$ cat config.mk
export PLATFORM = sky130hd
export DESIGN_NAME = final_cpa_pipe
export DESIGN_NICKNAME = d
export VERILOG_FILES = /design/src/rtl/final_cpa_pipe.sv
export SDC_FILE = /design/constraint.sdc
export NUM_CORES = 1
export LEC_CHECK = 0
export CAP_MARGIN = 20
export CORE_MARGIN = 4
export CORE_UTILIZATION = 45
export DETAILED_ROUTE_END_ITERATION = 12
export PLACE_DENSITY = 0.78
export SYNTH_ARGS = -nofsm -noshare
export SYNTH_HDL_FRONTEND = slang
export SYNTH_SLANG_ARGS = --single-unit
$ cat constraint.sdc
create_clock -name clk -period 21.4 [get_ports clk]
set_input_delay 6.42 -clock clk [delete_from_list [all_inputs] [get_ports clk]]
set_output_delay 6.42 -clock clk [all_outputs]
set_load 0.03 [all_outputs]
$ cat src/rtl/final_cpa_pipe.sv
// Final carry-propagate adder for three aligned partial-sum rows: 3:2 CSA, then a
// split two-stage add, with a global-stall valid/ready pipeline in front of the output.
module final_cpa_pipe #(
    parameter int WIDTH = 64
) (
    input  logic             clk,
    input  logic             rst,
    input  logic             in_valid,
    output logic             in_ready,
    input  logic [WIDTH-1:0] R1,
    input  logic [WIDTH-1:0] R2,
    input  logic [WIDTH-1:0] R3,
    output logic             out_valid,
    input  logic             out_ready,
    output logic [WIDTH-1:0] P,
    output logic [1:0]       COUT
);

    localparam int H = WIDTH / 2;

    logic             adv;
    logic             v1, v2, v3;

    // S1: carry-save form of the three rows
    logic [WIDTH-1:0] s1_sum;
    logic [WIDTH:0]   s1_carry;

    // S2: finished low half plus the still-unadded high halves
    logic [H-1:0]     s2_lo;
    logic             s2_c;
    logic [H-1:0]     s2_sum_hi;
    logic [H:0]       s2_carry_hi;

    logic [WIDTH-1:0] csa_sum;
    logic [WIDTH-1:0] csa_maj;
    logic [H:0]       lo_add;
    logic [H+1:0]     hi_add;

    // The whole pipe moves together: it stalls only when the output holds a result
    // that downstream is not taking.
    assign adv       = !v3 || out_ready;
    assign in_ready  = adv;
    assign out_valid = v3;

    always_comb begin
        csa_sum = R1 ^ R2 ^ R3;
        csa_maj = (R1 & R2) | (R1 & R3) | (R2 & R3);
        lo_add  = {1'b0, s1_sum[H-1:0]} + {1'b0, s1_carry[H-1:0]};
        hi_add  = {2'b00, s2_sum_hi} + {1'b0, s2_carry_hi} + {{(H+1){1'b0}}, s2_c};
    end

    // NOTE: sequential state uses non-blocking assignments so every stage samples the
    // previous stage's value from before the edge.
    always_ff @(posedge clk or posedge rst) begin
        if (rst) begin
            v1 <= 1'b0;
            v2 <= 1'b0;
            v3 <= 1'b0;
        end else if (adv) begin
            v1 <= in_valid;
            v2 <= v1;
            v3 <= v2;
        end
    end

    // NOTE: interior data registers carry no reset; their content only matters when
    // the matching valid bit is set, and the valid bits are reset.
    always_ff @(posedge clk) begin
        if (adv) begin
            s1_sum      <= csa_sum;
            s1_carry    <= {csa_maj, 1'b0};
            s2_lo       <= lo_add[H-1:0];
            s2_c        <= lo_add[H];
            s2_sum_hi   <= s1_sum[WIDTH-1:H];
            s2_carry_hi <= s1_carry[WIDTH:H];
        end
    end

    // Output registers are visible at the ports, so they are cleared on reset.
    always_ff @(posedge clk or posedge rst) begin
        if (rst) begin
            P    <= '0;
            COUT <= '0;
        end else if (adv) begin
            P    <= {hi_add[H-1:0], s2_lo};
            COUT <= hi_add[H+1:H];
        end
    end

endmodule

==> run summary <==
Total Routing Usage GR: 16.1%
Final Critical Period: 14.93 ns
Syn Inst Count: 1,036
Worst Hold Class: flop to flop
Worst-path clk slew: 0.06 ns
Die height: 184 um
Crit path capture type: output pin
WP data required: 14.98 ns
Arr. time, crit path: 8.51 ns
CP Class: input port to output pin
Post-synthesis compound-gate area fraction: 10.4%
Most frequent cells after synthesis: edfxtp_1, nand2_1, a21oi_1
Fmax: 67.0 MHz
Layout cells sized above 1: 6.05%
Post-place setup slack: 6.46 ns
Relative slew slack: 36.8%
Part of the Yosys area used for sequential elements: 60.8%
H-tree lvl count: 1
Syn_area_per_cell: 13.5 sq um
# IOs: 264
Worst r2r dst: COUT[0]$_DFFE_PP0P_
Detail-routed via count per cell: 5.14
Min-delay src: s1_carry[57]$_DFFE_PP_
Max-cap violations: 0
Grt total ovfl: 0
Syn_nets: 1,361
Clk root buf: clkbuf_16
Multiplexer share of the synthesized area: 0.223%
Largest net degree at the start of global routing: 179
Synth Area in Adders: 15.1%
RSZ-0062 raised after global routing: no
Skew final: 0.0140 ns
Post-synthesis xor/xnor area fraction: 3.19%
Antenna Cells: 0
Post-Synth Simple-Gate Area: 8.95%
Setup TNS: 0 ns
Number of core rows: 64
Synth Cell Area: 0.0140 sq mm
CP Launch Type: input port
Synthesis-to-layout area growth: 30.4%
FFs w/ async S/R, synth: 23.4%
Die X: 184 um
Count leader, synth: edfxtp_1
CTS max path bufs: 3
Max Slew Vio Count: 0
Top_reg_cell synth: edfxtp_1
Final worst slack: 6.47 ns
Port Buffers: 263
Total die area: 0.0340 sq mm
Post-synth top area share: 48.4%
Max Fanout on Critical Path: 58
P per Cell Area: 135 mW/mm^2
Main combinational cell family by area after synthesis: adder cells
Vias: 8,922
Post-synthesis cell type count: 68
Drt first pass iters: 5
Starting density of the core: 45.7%
Initial detailed-routing violation count: 639
Outcome: complete, no violations
Routed WL: 28.3 mm
Total setup buffers inserted after CTS: 0
WL/cell: 16.3 um
CTS tree: yes
DRC Markers: 0
Total power draw: 0.00246 W
Area contributors post-synth: edfxtp_1, dfrtp_1, fa_1
Pleak: 7.22 nW
Reg2reg path depth: 8
Clock Latency Late Sink: 0.55 ns
Vias in the first global route: 9,098
Hold Buf Count CTS: 0
Post_cts resized: 0
Initial antenna violation count: 2
Seq cells post-synth: 295
Worst Setup SP: out_ready
Slew @ Worst Pin: 0.948 ns
Dpl hpwl: 20.8 mm
Worst reg2reg path startpoint: out_valid$_DFFE_PP0P_
Routed Antenna Nets: 0
GPL Wtd Cong: 0.903
Setup violators final: 0
Nets: 1,639
Crit share post-route: 69.7%
Register-to-register setup slack: 18.06 ns
Core ar.: 0.0307 sq mm
Post-synth EDFFs: 226
Clock sink count: 295
Cell taking the most area after synthesis: edfxtp_1
Hold slack: 0.417 ns
Global-route wire length before repair: 44.3 mm
CTS buffer count: 31
Maximum vdd drop: 0.0674 mV
Final hold violations: 0
Synth warn: 0
CP Capture Point: in_ready
layer usage:
| layer | part of all wire, % | track usage [%] | wire [um] | vias to the layer above |
|---|---|---|---|---|
| met5 | 0.081 | 0 | 23 | - |
| met4 | 3.1 | 5.03 | 868 | 4 |
| met3 | 8.6 | 4.40 | 2430 | 62 |
| met2 | 49 | 28.2 | 13900 | 313 |
| met1 | 39 | 19.6 | 11100 | 4238 |
| li1 | - | - | - | 4305 |
through the flow:
step | std cells | utilization [%] | area (sq um)
after global placement | 1677 | 55.8 | 17100
after global routing | 1735 | 59.6 | 18300
after CTS | 1735 | 59.6 | 18300
after detailed placement | 1677 | 55.8 | 17100
final | 1735 | 59.6 | 18300
after floorplan | 1036 | - | 14000
sequential cells by signal, summed over array words and instances (netlist names):
register and flops:
P 64, s1_carry 64, s1_sum 64, s2_carry_hi 33
s2_lo 32, s2_sum_hi 32, COUT 2, out_valid 1
s2_c 1, v1 1, v2 1
where the power goes:
group          switching [W]  leakage [nW]  internal, W  total, W
Sequential         0.0000761          3.10     0.000851  0.000927
Combinational       0.000560          3.55     0.000383  0.000943
Clock               0.000214         0.565     0.000378  0.000592
critical path, stage by stage:
cell	delay (ns)
clkdlybuf4s50_1	0.45
nor2b_4	0.11
buf_4	0.56
inv_8	0.26
clkdlybuf4s50_1	0.69
final cells by class:
type / count / area (sq um)
Inverter: 28 / 114
Tap cell: 396 / 495
Clock inverter: 13 / 250
Clock buffer: 45 / 910
Timing Repair Buffer: 267 / 2680
Fill cell: 2411 / 12400
Multi-Input combinational cell: 691 / 5310
Sequential cell: 295 / 8510
how the worst min path moves through the flow:
stage                                end  depth (start not counted)
3_3_place_gp   s2_carry_hi[18]$_DFFE_PP_                          0
3_5_place_dp   s2_carry_hi[12]$_DFFE_PP_                          0
4_1_cts           s2_sum_hi[2]$_DFFE_PP_                          0
6_report       s2_carry_hi[25]$_DFFE_PP_                          0
5_1_grt        s2_carry_hi[25]$_DFFE_PP_                          0
2_1_floorplan   s2_carry_hi[0]$_DFFE_PP_                          0
cell usage in the layout (no fill, tap or decap), types with 4 or more instances in the layout:
cell	instances
clkbuf_1	7
nand2_1	160
bufinv_16	7
nor3_1	9
nor2_1	59
clkinv_2	4
nor2b_1	8
o21ai_1	11
ha_1	62
dfrtp_1	69
a211oi_1	4
xnor2_1	32
clkbuf_16	32
a31oi_1	6
edfxtp_1	226
nand2b_1	5
o21ai_0	29
a21o_1	24
a21oi_1	89
and2_1	6
clkdlybuf4s50_1	263
a211oi_2	4
clkbuf_8	6
nand4_1	5
fa_1	67
o21bai_1	9
inv_1	26
xor2_1	19
nand3_1	10
a311oi_1	4
and3_1	7
o21a_1	7
kinds of logic after synthesis:
group | after synthesis
adders and majority gates | 129
muxes | 3
DFF | 295
buffers and inverters | 50
AOI/OAI and AO/OA | 221
and+or+nand+nor | 287
xor gates and xnor gates | 51
Note: power is estimated with default switching activity, not from simulation.
